===== src/rtl/lsnn_neuron_array_if.sv =====
// Timestep handshake between the spike-input front end, the neuron array and
// the spike-output port. The input side is a valid/ready pair carrying one
// packed word of per-neuron currents. The output side is a one-cycle valid
// pulse that comes with the spike vector.
interface lsnn_neuron_array_if #(
  parameter int N_NEURONS = 4,
  parameter int WIDTH     = 8
);
  logic                       in_valid;
  logic                       in_ready;
  logic [N_NEURONS*WIDTH-1:0] in_data;
  logic                       out_valid;
  logic [N_NEURONS-1:0]       out_spikes;

  // Front end / consumer side
  modport master (
    output in_valid,
    output in_data,
    input  in_ready,
    input  out_valid,
    input  out_spikes
  );

  // Neuron array side
  modport slave (
    input  in_valid,
    input  in_data,
    output in_ready,
    output out_valid,
    output out_spikes
  );
endinterface


===== src/rtl/lsnn_neuron_array.sv =====
// Array of adaptive leaky integrate-and-fire neurons that share one datapath.
// After each accepted timestep the neurons are updated one per cycle, and the
// spike vector is published with a one-cycle out_valid pulse. Any neuron's
// live threshold can be read on th_out for debug.
// Optional feature: define LSNN_REFRACTORY_EN to add a refractory counter per
// neuron. A neuron then stays silent for REFRACT steps after it spikes.
module lsnn_neuron_array #(
  parameter int N_NEURONS         = 4,
  parameter int WIDTH             = 8,
  parameter int LEAK_SHIFT        = 1,
  parameter int B0                = 8,
  parameter int A_INIT            = 8,
  parameter int ADAPT_INC         = 4,
  parameter int ADAPT_DECAY_SHIFT = 2,
  parameter int REFRACT           = 2,
  localparam int IDX_W = (N_NEURONS > 1) ? $clog2(N_NEURONS) : 1
) (
  input  logic             clk,
  input  logic             rst_n,
  lsnn_neuron_array_if.slave bus,
  input  logic             clr_state,
  input  logic [IDX_W-1:0] th_sel,
  output logic [WIDTH-1:0] th_out
);

  localparam logic [0:0] IDLE = 1'b0;
  localparam logic [0:0] BUSY = 1'b1;

  localparam logic [WIDTH-1:0] B0_W     = WIDTH'(B0);
  localparam logic [WIDTH-1:0] A_INIT_W = WIDTH'(A_INIT);
  localparam logic [WIDTH-1:0] INC_W    = WIDTH'(ADAPT_INC);
  localparam logic [IDX_W-1:0] LAST_IDX = IDX_W'(N_NEURONS - 1);

  // Saturating unsigned add; clamps at all-ones.
  function automatic logic [WIDTH-1:0] sat_add(input logic [WIDTH-1:0] x,
                                               input logic [WIDTH-1:0] y);
    logic [WIDTH:0] sum;
    sum = {1'b0, x} + {1'b0, y};
    return sum[WIDTH] ? {WIDTH{1'b1}} : sum[WIDTH-1:0];
  endfunction

  logic [0:0]                 state;
  logic [IDX_W-1:0]           idx;
  logic [N_NEURONS*WIDTH-1:0] in_buf;
  logic [N_NEURONS-1:0]       shadow;
  logic [N_NEURONS-1:0]       shadow_next;
  logic [N_NEURONS-1:0]       out_spikes_q;
  logic                       out_valid_q;

  logic [WIDTH-1:0] v_q [N_NEURONS];
  logic [WIDTH-1:0] a_q [N_NEURONS];

  logic [WIDTH-1:0] x_cur;
  logic [WIDTH-1:0] v_cur;
  logic [WIDTH-1:0] a_cur;
  logic [WIDTH-1:0] a_decay;
  logic [WIDTH-1:0] s_cur;
  logic [WIDTH-1:0] th_cur;
  logic [WIDTH-1:0] v_next;
  logic [WIDTH-1:0] a_next;
  logic             spike;

`ifdef LSNN_REFRACTORY_EN
  localparam int R_W = (REFRACT > 0) ? $clog2(REFRACT + 1) : 1;
  localparam logic [R_W-1:0] R_LOAD = R_W'(REFRACT);
  logic [R_W-1:0] r_q [N_NEURONS];
  logic [R_W-1:0] r_next;
`else
  // The refractory length has no effect in this build.
  logic unused_refract;
  assign unused_refract = ^32'(REFRACT);
`endif

  assign bus.in_ready   = (state == IDLE) && !clr_state;
  assign bus.out_valid  = out_valid_q;
  assign bus.out_spikes = out_spikes_q;

  // Neuron update for the neuron selected by idx, using its pre-update state.
  always_comb begin
    // NOTE: every output of this block gets a default first, so no path can leave one unassigned and infer a latch.
    x_cur   = in_buf[int'(idx)*WIDTH +: WIDTH];
    v_cur   = v_q[idx];
    a_cur   = a_q[idx];
    a_decay = a_cur - (a_cur >> ADAPT_DECAY_SHIFT);
    s_cur   = sat_add(x_cur, v_cur - (v_cur >> LEAK_SHIFT));
    th_cur  = sat_add(B0_W, a_cur);
    spike   = (s_cur >= th_cur);
    v_next  = spike ? '0 : s_cur;
    a_next  = spike ? sat_add(a_cur, INC_W) : a_decay;
`ifdef LSNN_REFRACTORY_EN
    r_next  = spike ? R_LOAD : '0;
    if (r_q[idx] != '0) begin
      spike  = 1'b0;
      v_next = '0;
      a_next = a_decay;
      r_next = r_q[idx] - 1'b1;
    end
`endif
    shadow_next      = shadow;
    shadow_next[idx] = spike;
  end

  // Debug threshold view; a select beyond the array reads as zero.
  always_comb begin
    th_out = '0;
    if (int'(th_sel) < N_NEURONS) th_out = sat_add(B0_W, a_q[th_sel]);
  end

  // Timestep FSM and serial update of the per-neuron state.
  always_ff @(posedge clk or negedge rst_n) begin
    if (!rst_n) begin
      state        <= IDLE;
      idx          <= '0;
      in_buf       <= '0;
      shadow       <= '0;
      out_spikes_q <= '0;
      out_valid_q  <= 1'b0;
      // NOTE: the neuron state is a register file, not a RAM, so every entry is reset here.
      for (int i = 0; i < N_NEURONS; i++) begin
        v_q[i] <= '0;
        a_q[i] <= A_INIT_W;
`ifdef LSNN_REFRACTORY_EN
        r_q[i] <= '0;
`endif
      end
    end else begin
      // NOTE: state registers use non-blocking assignments, so every read in this block sees values from before the edge.
      out_valid_q <= 1'b0;
      case (state)
        IDLE: begin
          if (clr_state) begin
            for (int i = 0; i < N_NEURONS; i++) begin
              v_q[i] <= '0;
              a_q[i] <= A_INIT_W;
`ifdef LSNN_REFRACTORY_EN
              r_q[i] <= '0;
`endif
            end
          end else if (bus.in_valid) begin
            in_buf <= bus.in_data;
            idx    <= '0;
            state  <= BUSY;
          end
        end
        default: begin
          v_q[idx] <= v_next;
          a_q[idx] <= a_next;
`ifdef LSNN_REFRACTORY_EN
          r_q[idx] <= r_next;
`endif
          shadow <= shadow_next;
          if (idx == LAST_IDX) begin
            state        <= IDLE;
            out_spikes_q <= shadow_next;
            out_valid_q  <= 1'b1;
          end else begin
            idx <= idx + 1'b1;
          end
        end
      endcase
    end
  end

endmodule


===== src/flat_wrapper.sv =====
// flat-port wrapper written by rule: the top's interface ports become plain ports
module lsnn_neuron_array_flat 
#(
  parameter int N_NEURONS         = 4,
  parameter int WIDTH             = 8,
  parameter int LEAK_SHIFT        = 1,
  parameter int B0                = 8,
  parameter int A_INIT            = 8,
  parameter int ADAPT_INC         = 4,
  parameter int ADAPT_DECAY_SHIFT = 2,
  parameter int REFRACT           = 2,
  localparam int IDX_W = (N_NEURONS > 1) ? $clog2(N_NEURONS) : 1
)
  (clk, rst_n, clr_state, th_sel, th_out, bus_in_valid, bus_in_data, bus_in_ready, bus_out_valid, bus_out_spikes);
  lsnn_neuron_array_if #(.N_NEURONS(N_NEURONS), .WIDTH(WIDTH)) bus_i ();
  input  logic clk;
  input  logic rst_n;
  input  logic clr_state;
  input  logic [IDX_W-1:0] th_sel;
  output logic [WIDTH-1:0] th_out;
  input wire logic [$bits(bus_i.in_valid)-1:0] bus_in_valid;
  input wire logic [$bits(bus_i.in_data)-1:0] bus_in_data;
  output wire logic [$bits(bus_i.in_ready)-1:0] bus_in_ready;
  output wire logic [$bits(bus_i.out_valid)-1:0] bus_out_valid;
  output wire logic [$bits(bus_i.out_spikes)-1:0] bus_out_spikes;
  assign bus_i.in_valid = bus_in_valid;
  assign bus_i.in_data = bus_in_data;
  assign bus_in_ready = bus_i.in_ready;
  assign bus_out_valid = bus_i.out_valid;
  assign bus_out_spikes = bus_i.out_spikes;
  lsnn_neuron_array #(.N_NEURONS(N_NEURONS), .WIDTH(WIDTH), .LEAK_SHIFT(LEAK_SHIFT), .B0(B0), .A_INIT(A_INIT), .ADAPT_INC(ADAPT_INC), .ADAPT_DECAY_SHIFT(ADAPT_DECAY_SHIFT), .REFRACT(REFRACT)) u_core (.clk(clk), .rst_n(rst_n), .bus(bus_i), .clr_state(clr_state), .th_sel(th_sel), .th_out(th_out));
endmodule

===== config.mk =====
export PLATFORM = sky130hd
export DESIGN_NAME = lsnn_neuron_array_flat
export DESIGN_NICKNAME = d
export VERILOG_FILES = /design/src/rtl/lsnn_neuron_array_if.sv /design/src/rtl/lsnn_neuron_array.sv /design/src/flat_wrapper.sv
export SDC_FILE = /design/constraint.sdc
export NUM_CORES = 1
export LEC_CHECK = 0
export ABC_AREA = 1
export BUFFER_PORTS_ARGS = -buffer_cell sky130_fd_sc_hd__buf_2
export CAP_MARGIN = 40
export CORE_MARGIN = 5
export CORE_UTILIZATION = 61
export CTS_CLUSTER_SIZE = 10
export DETAILED_ROUTE_END_ITERATION = 7
export GPL_TIMING_DRIVEN = 0
export PLACE_DENSITY_LB_ADDON = 0.08
export SKIP_CTS_REPAIR_TIMING = 1
export SYNTH_ARGS = -nofsm -noshare
export SYNTH_HDL_FRONTEND = slang
export SYNTH_SLANG_ARGS = --single-unit

===== constraint.sdc =====
create_clock -name clk -period 6.1 [get_ports clk]
set_input_delay 1.525 -clock clk [delete_from_list [all_inputs] [get_ports clk]]
set_output_delay 1.525 -clock clk [all_outputs]
set_load 0.02 [all_outputs]

==> results.rst <==
.. list-table::
   :header-rows: 1

   * - Metric
     - Value
   * - Outcome
     - finished, final reports clean
   * - Max-slew violation count
     - 0
   * - Vias after detailed routing
     - between 6,000 and 7,000
   * - Required arrival time at the worst endpoint
     - ~6.4 ns
   * - TritonCTS clock tree
     - built
   * - Fraction of the mapped netlist area in compound gates
     - 0.118
   * - Final Critical Period
     - around 5.7 ns
   * - Root Driver
     - sky130_fd_sc_hd__clkbuf_8
   * - Placeable Area
     - roughly 0.011 mm2
   * - Cell variety after synth
     - 46
   * - Critical path startpoint
     - u_core.idx[0]
   * - Post-synth top area cell
     - sky130_fd_sc_hd__dfrtp_1
   * - Chip width
     - 116 um
   * - Startpoint of the most critical hold path
     - u_core.a_q[25]
   * - Detailed-route DRC error count
     - 0
   * - Final Net Count
     - slightly below 1,000
   * - Post-placement cell area
     - about 0.0073 mm2
   * - Endpoints failing setup
     - 0
   * - Worst-case clock skew
     - roughly 0.0085 ns
   * - Area enclosed by the die boundary
     - between 0.01 and 0.015 mm2
   * - Filler cells
     - between 800 and 900
   * - Fraction of the yosys area taken by sequential cells
     - 0.393
   * - Number of enable flip-flop cells after synthesis
     - 0
   * - Cell with the most instances after synthesis
     - sky130_fd_sc_hd__nand2_1
   * - Startpoint class of the critical path
     - flip-flop
   * - Via count normalized by instance count
     - 5.90
   * - WL/cell
     - ~18 um
   * - Post-synthesis share of cell area spent on xor and xnor gates
     - 0.0216
   * - Leftover overflow at the end of global routing
     - 0
   * - Pin count of the biggest net entering global routing
     - between 60 and 70
   * - Die height
     - between 100 and 150 um
   * - Routability congestion estimate
     - 0.904
   * - Sinks on Clock Net
     - around 110
   * - Net count after synthesis
     - around 930
   * - Final period utilization
     - 0.931
   * - First-pass GRT wire length
     - just over 30 mm
   * - Hold/Removal Path Class
     - flip-flop to flip-flop
   * - Finished layout cell area
     - between 0.007 and 0.008 mm2
   * - H-tree levels
     - 3
   * - #FFs+latches synth
     - 107
   * - Netlist Area Pre-Place
     - 0.00682 mm2
   * - Yosys top cell area share
     - 0.378
   * - Worst-Skew Late Latency
     - ~0.40 ns
   * - Async set-or-reset flop fraction in the synthesized netlist
     - 1.00
   * - Simple-gate share of the synthesized area
     - 0.275
   * - Number of antenna violations at the first check in global routing
     - 0
   * - Clock transition at the registers of the reported paths
     - roughly 0.1 ns
   * - CP Max Fanout
     - 10
   * - Fraction of final layout cells sized beyond drive strength 1
     - 0.203
   * - Max-cap violation count
     - 0
   * - Adder-cell share of the synthesized area
     - 0.0748
   * - F_max
     - about 180 MHz
   * - Remaining max-slew budget at the tightest pin
     - 0.455
   * - Crit path largest cell delay
     - between 0.4 and 0.5 ns
   * - Number of buffers added on ports
     - around 50
   * - Post-Synthesis Cells
     - 850
   * - Crit-path slowest cell
     - sky130_fd_sc_hd__dfrtp_2
   * - Commonest register cell after synthesis
     - sky130_fd_sc_hd__dfrtp_1
   * - Clock Tree Buf Depth
     - 2
   * - Final standard cell utilization of the core
     - 0.694
   * - Vias in the first global route
     - 6,194
   * - Final HPWL DP
     - roughly 14 mm
   * - Most instantiated cells after synthesis
     - sky130_fd_sc_hd__nand2_1, sky130_fd_sc_hd__dfrtp_1, sky130_fd_sc_hd__nand3_1
   * - Transition time at the pin with the least slew margin
     - 0.818 ns
   * - Initial DRC count
     - approximately 570
   * - Total wire length
     - about 19 mm
   * - Total clock buffers created by CTS
     - 9
   * - Portion of netlist area occupied by mux cells
     - 0.0512
   * - Post-Syn Area per Cell
     - roughly 8.0 um2
   * - Most Frequent Cell on Critical Path
     - sky130_fd_sc_hd__nand2_1
   * - Final hold violation count
     - 0
   * - Startpoint of the worst-slack reg-to-reg timing path
     - u_core.idx[0]
   * - Total track usage
     - 0.298
   * - Worst setup path class
     - flip-flop to flip-flop
   * - Multi-input gate area in the final layout
     - between 0.003 and 0.004 mm2
   * - Crit path arrival time
     - around 6 ns
   * - I/O pin cnt
     - 52
   * - Number of placement rows
     - 38
   * - Synthesis-to-layout area growth
     - 10.8%
   * - Drt pass-1 iters
     - 5
   * - Initial Util
     - 0.626
   * - DRT antenna net count
     - 0
   * - Top cells by area, synth
     - sky130_fd_sc_hd__dfrtp_1, sky130_fd_sc_hd__nand2_1, sky130_fd_sc_hd__ha_1
   * - Register cell area after layout
     - between 0.002 and 0.003 mm2
   * - Category of the worst setup path capture point
     - flip-flop
   * - Total inserted antenna cells
     - 0
   * - Combinational family with the most area after synthesis
     - simple AND/OR/NAND/NOR gates
   * - Setup repair after global routing missed its margin
     - false
   * - Synth Warn #
     - 0
## through the flow
stage                     hold slack [ns]  worst slack [ns]  instances  setup TNS [ns]
after floorplan                     0.444              1.13        850               0
after global placement              0.459            -0.226       1039           -5.57
after detailed placement            0.465            -0.467       1040          -18.91
after CTS                           0.492            -0.509       1056          -21.35
after global routing                0.514            0.0281       1060               0
final                               0.490             0.423       1060               0
## area by class of cell
cell class                 count  share of cell area
buffer                        30              0.0240
clock buffer                   9              0.0164
clock inverter                 7              0.0109
inverter                      70              0.0367
multi-input combinational    641               0.492
sequential                   107               0.355
tap                          140              0.0232
timing repair buffer          56              0.0414
## worst paths after layout
kind | end | slack (ns) | cells past startpoint
setup / recovery | u_core.v_q[28] | 0.42 | 28
hold / removal | u_core.a_q[25] | 0.49 | 2
setup reg to reg | u_core.v_q[28] | 0.42 | 28
hold reg to reg | u_core.a_q[25] | 0.49 | 2
max in group asynchronous | u_core.idx[1] | 4.16 | 2
min in group asynchronous | u_core.bus.out_valid | 1.20 | 1
## cells in the final DEF, fill, tap and decap left out, types with 31 or more instances in the layout
cell	instances
sky130_fd_sc_hd__o21ai_0	59
sky130_fd_sc_hd__buf_2	63
sky130_fd_sc_hd__dfrtp_1	101
sky130_fd_sc_hd__ha_1	36
sky130_fd_sc_hd__inv_1	61
sky130_fd_sc_hd__a21oi_1	40
sky130_fd_sc_hd__nand2_1	249
sky130_fd_sc_hd__mux2_2	31
sky130_fd_sc_hd__nor2_1	55
sky130_fd_sc_hd__nand3_1	62
## registers in the layout, summed over array words and instances, names as in the netlist
name and flops:
u_core.bus.out_spikes 4, u_core.idx 2, u_core.v_q 32, u_core.a_q 32, u_core.state 1, u_core.in_buf 32, u_core.shadow 3, u_core.bus.out_valid 1
## layer usage
layer | vias to the layer above | wire (um) | share of wire | track usage
li1 | 2933 | - | - | -
met1 | 2970 | 7920 | 0.42 | 0.403
met2 | 309 | 8620 | 0.46 | 0.469
met3 | 42 | 1720 | 0.092 | 0.0658
met4 | 0 | 499 | 0.027 | 0.119
met5 | - | 0 | 0 | 0
## logic make-up after synthesis
group / count (synthesis)
adders and majority gates: 39
xor gates and xnor gates: 16
buffers and inverters: 102
DFF: 107
and+or+nand+nor: 416
muxes: 31
AOI/OAI and AO/OA: 139
## critical path: cells and delay by family (launching register included)
kind	cells	cell delay [ns]
AO/OA/AOI/OAI	9	1.61
adder cells (fa/ha/maj)	4	1.24
buffers and inverters	7	1.13
AND/OR/NAND/NOR	7	0.93
flip-flops	1	0.45
XOR/XNOR	1	0.15
Power is left out: the tool's default activity adds up to more than one toggle a clock period on the data nets, which glitch-free logic cannot reach.
